--- src/rtl/sd_block_streamer.sv ---
// Sequential SD sector reader: captures each 512-byte sector into a buffer and
// replays it as a valid/ready byte stream. Define STREAMER_TIMEOUT_EN for the FILL watchdog.
module sd_block_streamer #(
  parameter logic [31:0] START_BLK   = 32'h2000,
  parameter logic [31:0] BLK_LIMIT   = 32'd1024,
  parameter logic [31:0] TIMEOUT_CYC = 32'd50_000_000
) (
  input  logic        clk,
  input  logic        reset,
  input  logic        start,
  input  logic        stop,
  input  logic        init_finished,
  output logic        rd_req,
  output logic [31:0] block_addr,
  input  logic [7:0]  sd_dout,
  input  logic        sd_valid,
  output logic [7:0]  m_data,
  output logic        m_valid,
  input  logic        m_ready,
  output logic        m_last,
  output logic [31:0] m_blk,
  output logic        busy,
  output logic        done,
  output logic        err
);
  typedef enum logic [1:0] {IDLE, REQ, FILL, DRAIN} state_t;
  state_t state_reg, state_next;

  logic [31:0] cur_blk_reg, sec_cnt_reg;
  logic [8:0]  wr_ptr_reg;
  logic [9:0]  rd_cnt_reg;
  logic        stop_pending_reg, done_reg, err_reg;
  logic        q_valid_reg, q_last_reg;
  logic [7:0]  mem [0:511];
  logic [7:0]  ram_q;
  logic        done_next, err_next, blk_adv, begin_run;
  logic        stop_any, wr_en, last_wr, limit_hit, timeout;
  logic        draining, out_load, rd_en;

  assign stop_any  = stop | stop_pending_reg;
  assign wr_en     = (state_reg == FILL) && sd_valid;
  assign last_wr   = wr_en && (wr_ptr_reg == 9'd511);
  assign limit_hit = (BLK_LIMIT != 32'd0) && (sec_cnt_reg + 32'd1 == BLK_LIMIT);

`ifdef STREAMER_TIMEOUT_EN
  logic [31:0] wd_cnt_reg;
  assign timeout = (state_reg == FILL) && !sd_valid && (wd_cnt_reg == TIMEOUT_CYC - 32'd1);
  always_ff @(posedge clk) begin
    if (reset || state_reg != FILL || sd_valid) wd_cnt_reg <= '0;
    else wd_cnt_reg <= wd_cnt_reg + 32'd1;
  end
`else
  // No watchdog: FILL waits forever; the term only keeps the parameter referenced.
  assign timeout = 1'b0 & (TIMEOUT_CYC != 32'd0);
`endif

  always_comb begin
    state_next = state_reg;
    done_next  = 1'b0;
    err_next   = 1'b0;
    blk_adv    = 1'b0;
    begin_run  = 1'b0;
    case (state_reg)
      IDLE: if (start && init_finished) begin
        state_next = REQ;
        begin_run  = 1'b1;
      end
      REQ: state_next = FILL;
      FILL: if (timeout) begin
        state_next = IDLE;
        err_next   = 1'b1;
      end else if (last_wr) begin
        // The controller cannot be aborted, so a stop only takes effect once the sector is in.
        if (stop_any) begin
          state_next = IDLE;
          done_next  = 1'b1;
        end else begin
          state_next = DRAIN;
        end
      end
      DRAIN: if (stop_any) begin
        state_next = IDLE;
        done_next  = 1'b1;
      end else if (m_valid && m_ready && m_last) begin
        if (limit_hit) begin
          state_next = IDLE;
          done_next  = 1'b1;
        end else begin
          state_next = REQ;
          blk_adv    = 1'b1;
        end
      end
      default: state_next = IDLE;
    endcase
  end

  always_ff @(posedge clk) begin
    if (reset) begin
      state_reg        <= IDLE;
      cur_blk_reg      <= START_BLK;
      sec_cnt_reg      <= '0;
      wr_ptr_reg       <= '0;
      stop_pending_reg <= 1'b0;
      done_reg         <= 1'b0;
      err_reg          <= 1'b0;
    end else begin
      state_reg        <= state_next;
      done_reg         <= done_next;
      err_reg          <= err_next;
      // Cleared in IDLE so a stop coinciding with start is dropped.
      stop_pending_reg <= (state_reg != IDLE) && (state_next != IDLE) && stop_any;
      if (begin_run) begin
        cur_blk_reg <= START_BLK;
        sec_cnt_reg <= '0;
      end else if (blk_adv) begin
        cur_blk_reg <= cur_blk_reg + 32'd1;
        sec_cnt_reg <= sec_cnt_reg + 32'd1;
      end
      if (state_reg == REQ) wr_ptr_reg <= '0;
      else if (wr_en) wr_ptr_reg <= wr_ptr_reg + 9'd1;
    end
  end

  // Replay path: registered RAM read feeds a one-entry stage ahead of the output register.
  assign draining = (state_reg == DRAIN) && (state_next == DRAIN);
  assign out_load = !m_valid || m_ready;
  assign rd_en    = draining && !rd_cnt_reg[9] && (!q_valid_reg || out_load);

  always_ff @(posedge clk) begin
    if (wr_en) mem[wr_ptr_reg] <= sd_dout;
    if (rd_en) ram_q <= mem[rd_cnt_reg[8:0]];
  end

  always_ff @(posedge clk) begin
    if (reset) begin
      m_valid     <= 1'b0;
      m_last      <= 1'b0;
      m_data      <= '0;
      m_blk       <= '0;
      q_valid_reg <= 1'b0;
      q_last_reg  <= 1'b0;
      rd_cnt_reg  <= '0;
    end else if (draining) begin
      if (rd_en) begin
        rd_cnt_reg <= rd_cnt_reg + 10'd1;
        q_last_reg <= (rd_cnt_reg == 10'd511);
      end
      q_valid_reg <= rd_en || (q_valid_reg && !out_load);
      if (out_load) begin
        m_valid <= q_valid_reg;
        m_last  <= q_valid_reg && q_last_reg;
        if (q_valid_reg) begin
          m_data <= ram_q;
          m_blk  <= cur_blk_reg;
        end
      end
    end else begin
      m_valid     <= 1'b0;
      m_last      <= 1'b0;
      q_valid_reg <= 1'b0;
      rd_cnt_reg  <= '0;
    end
  end

  assign rd_req     = (state_reg == REQ);
  assign block_addr = cur_blk_reg;
  assign busy       = (state_reg != IDLE);
  assign done       = done_reg;
  assign err        = err_reg;
endmodule

--- config.mk ---
export PLATFORM = sky130hd
export DESIGN_NAME = sd_block_streamer
export DESIGN_NICKNAME = d
export VERILOG_FILES = /design/src/rtl/sd_block_streamer.sv
export SDC_FILE = /design/constraint.sdc
export NUM_CORES = 2
export LEC_CHECK = 0
export BUFFER_PORTS_ARGS = -buffer_cell sky130_fd_sc_hd__buf_4
export CAP_MARGIN = 10
export CORE_MARGIN = 2
export CORE_UTILIZATION = 60
export CTS_CLUSTER_DIAMETER = 40
export DETAILED_ROUTE_END_ITERATION = 12
export PLACE_DENSITY_LB_ADDON = 0.25
export SYNTH_ARGS = -nofsm -noshare
export SYNTH_HDL_FRONTEND = slang
export SYNTH_SLANG_ARGS = --single-unit
--- constraint.sdc ---
create_clock -name clk -period 10.2 [get_ports clk]
set_clock_uncertainty 0.1 [all_clocks]
set_input_delay 0.51 -clock clk [delete_from_list [all_inputs] [get_ports clk]]
set_output_delay 0.51 -clock clk [all_outputs]
set_load 0.02 [all_outputs]
==> impl_metrics.ini <==
[status]
status = finished, violations left
violations = capacitance limit

[finish]
drive_above_1_share_pct = 26.26
multi_input_area_um2 = 36840
fin_area_um2 = 186200
area_delta_synth_final_pct = 12.98
nNetsFinal = 8142
nFillCells = 16320
largest_reg_flops = 4096
layout.area.seq_um2 = 125900
top_register = mem

[grt]
grt_overflow_total = 0
grt_pass1_vias = 83850
grtUsageTotal_pct = 31.56
grt_antenna_before_repair = 23
grt_pass1_wl_um = 622700
grt_max_degree = 222

[power]
p_int_uw = 29470
power_density_nw_per_um2 = 199.0
seq_power_share_pct = 51.5
power.switching_uw = 7588
leakagePower_uw = 0.05611
clock_power_share_pct = 47.7
combPwrFrac_pct = 0.9
ir_drop_mv = 0.1756
switching_share_pct = 20.48

[cts]
clk_latency_ns = 1.00
cts_buffer_depth = 4
root_buffer = clkbuf_16
cts_tree = built
cts_buffers = 479
clk_pin_slew_ns = 0.06
cts-htree-levels = 5
cts.sinks = 4235

[routing]
num_vias = 85190
drt_iter0_drc = 14110
drc_errors = 0
dr.pass1.iters = 9
drtAntennaViolNets = 0
via_per_inst = 7.010
totalWireLength_um = 437900
drt-wirelength-per-cell_um = 36.03

[sta]
layout_min_cycle_time_ns = 6.106
worstMarginPinSlew_ns = 1.475
finalCritPeriodShare_pct = 59.86
drv_slew = 0
fmax_ghz = 0.1638
relSlewSlack_pct = 1.405
finalSetupTns_ns = 0
rsz0062_at_grt = no
finalSetupViolations = 0
hold_violations = 0

[floorplanning]
rows = 192
dieHeight_um = 528.1
dieArea_um2 = 278900
core-area_um2 = 273400
fp.dieW_um = 528.1
initial_utilization_pct = 60.28
io_pins = 93

[critical_path]
cp_top_family = compound AO/OA/AOI/OAI gates
crit_type = reg2reg
cp-end-kind = flip-flop
cp_max_fo = 91
crit_chain = buf_12 > buf_12 > mux4_2 > mux4_2 > a22oi_1 > nor2_1 > a2111oi_1 > buf_4 > o211ai_1 > o31a_1
cp_num_buf_inv = 3
cp.arrival_ns = 6.76
startpoint_type = flip-flop
cp_slowest_stage_delay_ns = 1.23
worst-endpoint-required_ns = 10.85
cp_slowest_cell = a2111oi_1

[place]
hpwl_um = 250400
io_buffers = 91
post_dp_cell_area_um2 = 169500
place_congestion = 0.9025

[yosys]
yosysSeqAreaShare_pct = 76.37
synth_flop_cell = edfxtp_1
syn_area_per_cell_um2 = 20.92
synth-warning-count = 0
syn_inst = 7878
synth_nets = 7901
synth_seq_cells = 4235
synth_cell_types = 78
synthArstFlopShare_pct = 0
synth_edf_count = 4104
syn_area_um2 = 164800

[min_path]
hold_path_class = in2reg

[flow_run]
cap_violations = 1
-- repair_timing --
action / 4_1_cts / 5_1_grt
buffers inserted: 0 / 0
hold buffers: 12 / 0
hold endpoints to repair: 311 / 0
gates resized for setup: 0 / 0
-- kinds of logic after synthesis --
group / after synthesis / synth area share, %
adder cells (fa/ha/maj): 8 / 0.06074
AND/OR/NAND/NOR: 1238 / 3.404
AO/OA/AOI/OAI: 600 / 2.474
buffers and inverters: 519 / 1.471
flip-flops: 4235 / 76.37
XOR/XNOR: 25 / 0.1329
multiplexers: 1252 / 16.09
other: 1 / 0.002275
-- cell usage after synthesis (14+ instances only) --
cell type	n	area share [%]
mux2i_1	116	0.70
edfxtp_1	4104	75
nand2_1	253	0.58
nor3_1	45	0.14
nand2b_1	26	0.099
nor2b_1	31	0.12
mux2_2	21	0.14
o211ai_1	16	0.073
nand3_1	85	0.26
a22oi_1	160	0.73
buf_2	139	0.42
or3_1	23	0.087
nor2_1	603	1.4
and2_1	19	0.072
a221oi_1	29	0.15
o31ai_1	30	0.14
inv_1	14	0.032
a31oi_1	20	0.076
buf_1	41	0.093
mux4_2	1115	15
nor4_1	22	0.084
or4_1	40	0.18
a22o_1	23	0.12
and3_1	19	0.072
a21oi_1	159	0.48
dfxtp_1	131	1.6
nand4_1	29	0.11
o22ai_1	18	0.068
a211oi_1	21	0.096
clkbuf_1	245	0.56
buf_4	72	0.33
o21ai_0	57	0.17
-- final cells by class --
| type | instances | share of cell area (%) |
|---|---|---|
| Sequential cell | 4235 | 67.61 |
| Multi-Input combinational cell | 3124 | 19.78 |
| Clock buffer | 541 | 6.628 |
| Tap cell | 3589 | 2.412 |
| Clock inverter | 361 | 2.248 |
| Timing Repair Buffer | 263 | 1.251 |
| Inverter | 16 | 0.03629 |
| Antenna cell | 23 | 0.03091 |
-- layout by cell type, fill, tap and decap left out, types with 14 or more instances in the layout --
cell type | synthesis | routed
nand3_1 | 85 | 73
clkinv_4 | 0 | 40
buf_4 | 72 | 220
diode_2 | 0 | 23
nand2_1 | 253 | 248
and3_1 | 19 | 19
o211ai_1 | 16 | 16
edfxtp_1 | 4104 | 4104
clkinvlp_4 | 0 | 56
a22o_1 | 23 | 23
clkbuf_1 | 245 | 52
a31oi_1 | 20 | 19
clkinv_16 | 0 | 14
clkinv_2 | 0 | 72
o22ai_1 | 18 | 18
a22oi_1 | 160 | 160
nor2_1 | 603 | 600
nor2b_1 | 31 | 26
mux2i_1 | 116 | 116
nor4_1 | 22 | 22
nand2b_1 | 26 | 24
mux4_2 | 1115 | 1115
o21ai_0 | 57 | 56
bufinv_16 | 0 | 61
nor3_1 | 45 | 44
inv_6 | 0 | 33
mux2_2 | 21 | 21
a211oi_1 | 21 | 19
or3_1 | 23 | 23
clkbuf_16 | 0 | 481
a221oi_1 | 29 | 29
or4_1 | 40 | 40
and2_1 | 19 | 18
o31ai_1 | 30 | 30
clkinv_1 | 1 | 67
nand4_1 | 29 | 29
dfxtp_1 | 131 | 123
buf_12 | 0 | 20
a21oi_1 | 159 | 159
-- final timing paths --
kind                       from          end  slack (ns)  depth (start not counted)
setup / recovery  rd_cnt_reg[0]     ram_q[4]        4.09                         10
hold / removal       sd_dout[3]  mem[383][3]        0.01                          1
setup reg to reg  rd_cnt_reg[0]     ram_q[4]        4.09                         10
hold reg to reg        m_blk[5]     m_blk[5]        0.35                          2
-- stage by stage --
| step | worst slack [ns] | instances | total power (µW) | hold slack (ns) | util [%] |
|---|---|---|---|---|---|
| global route | 4.160 | 12130 | 37810 | 0.04284 | 68.09 |
| finish | 4.094 | 12150 | 37050 | 0.01074 | 68.11 |
| detailed placement | 4.250 | 11210 | 19750 | 0.3468 | 61.99 |
| global placement | 4.213 | 11210 | 19720 | 0.3434 | 61.97 |
| CTS | 4.234 | 12130 | 37120 | 0.006951 | 68.08 |
| floorplan | 6.909 | 7878 | 19460 | 0.3287 | - |
-- worst reg2reg max path: stages (launching register included) --
cell and delay [ns]:
dfxtp_4 0.73, buf_12 0.65, buf_12 0.77, mux4_2 0.64, mux4_2 0.53, a22oi_1 0.59
nor2_1 0.11, a2111oi_1 1.23, buf_4 0.27, o211ai_1 0.09, o31a_1 0.15
-- power by group through the flow --
stage	sequential, µW	clock [µW]	combinational, µW
floorplan	19400	0	21.5
global placement	19400	0	291
detailed placement	19400	0	319
CTS	19100	17700	321
global route	19100	18400	346
finish	19100	17700	325
-- per-layer routing --
metal	global-route usage, %	part of all wire, %	vias to the layer above
met5	0	0.021	-
met4	13.29	4.7	12
met1	44.37	36	44610
li1	-	-	33380
met3	8.618	13	1071
met2	47.41	47	6109
No activity file was read; power rests on OpenSTA's default activity.
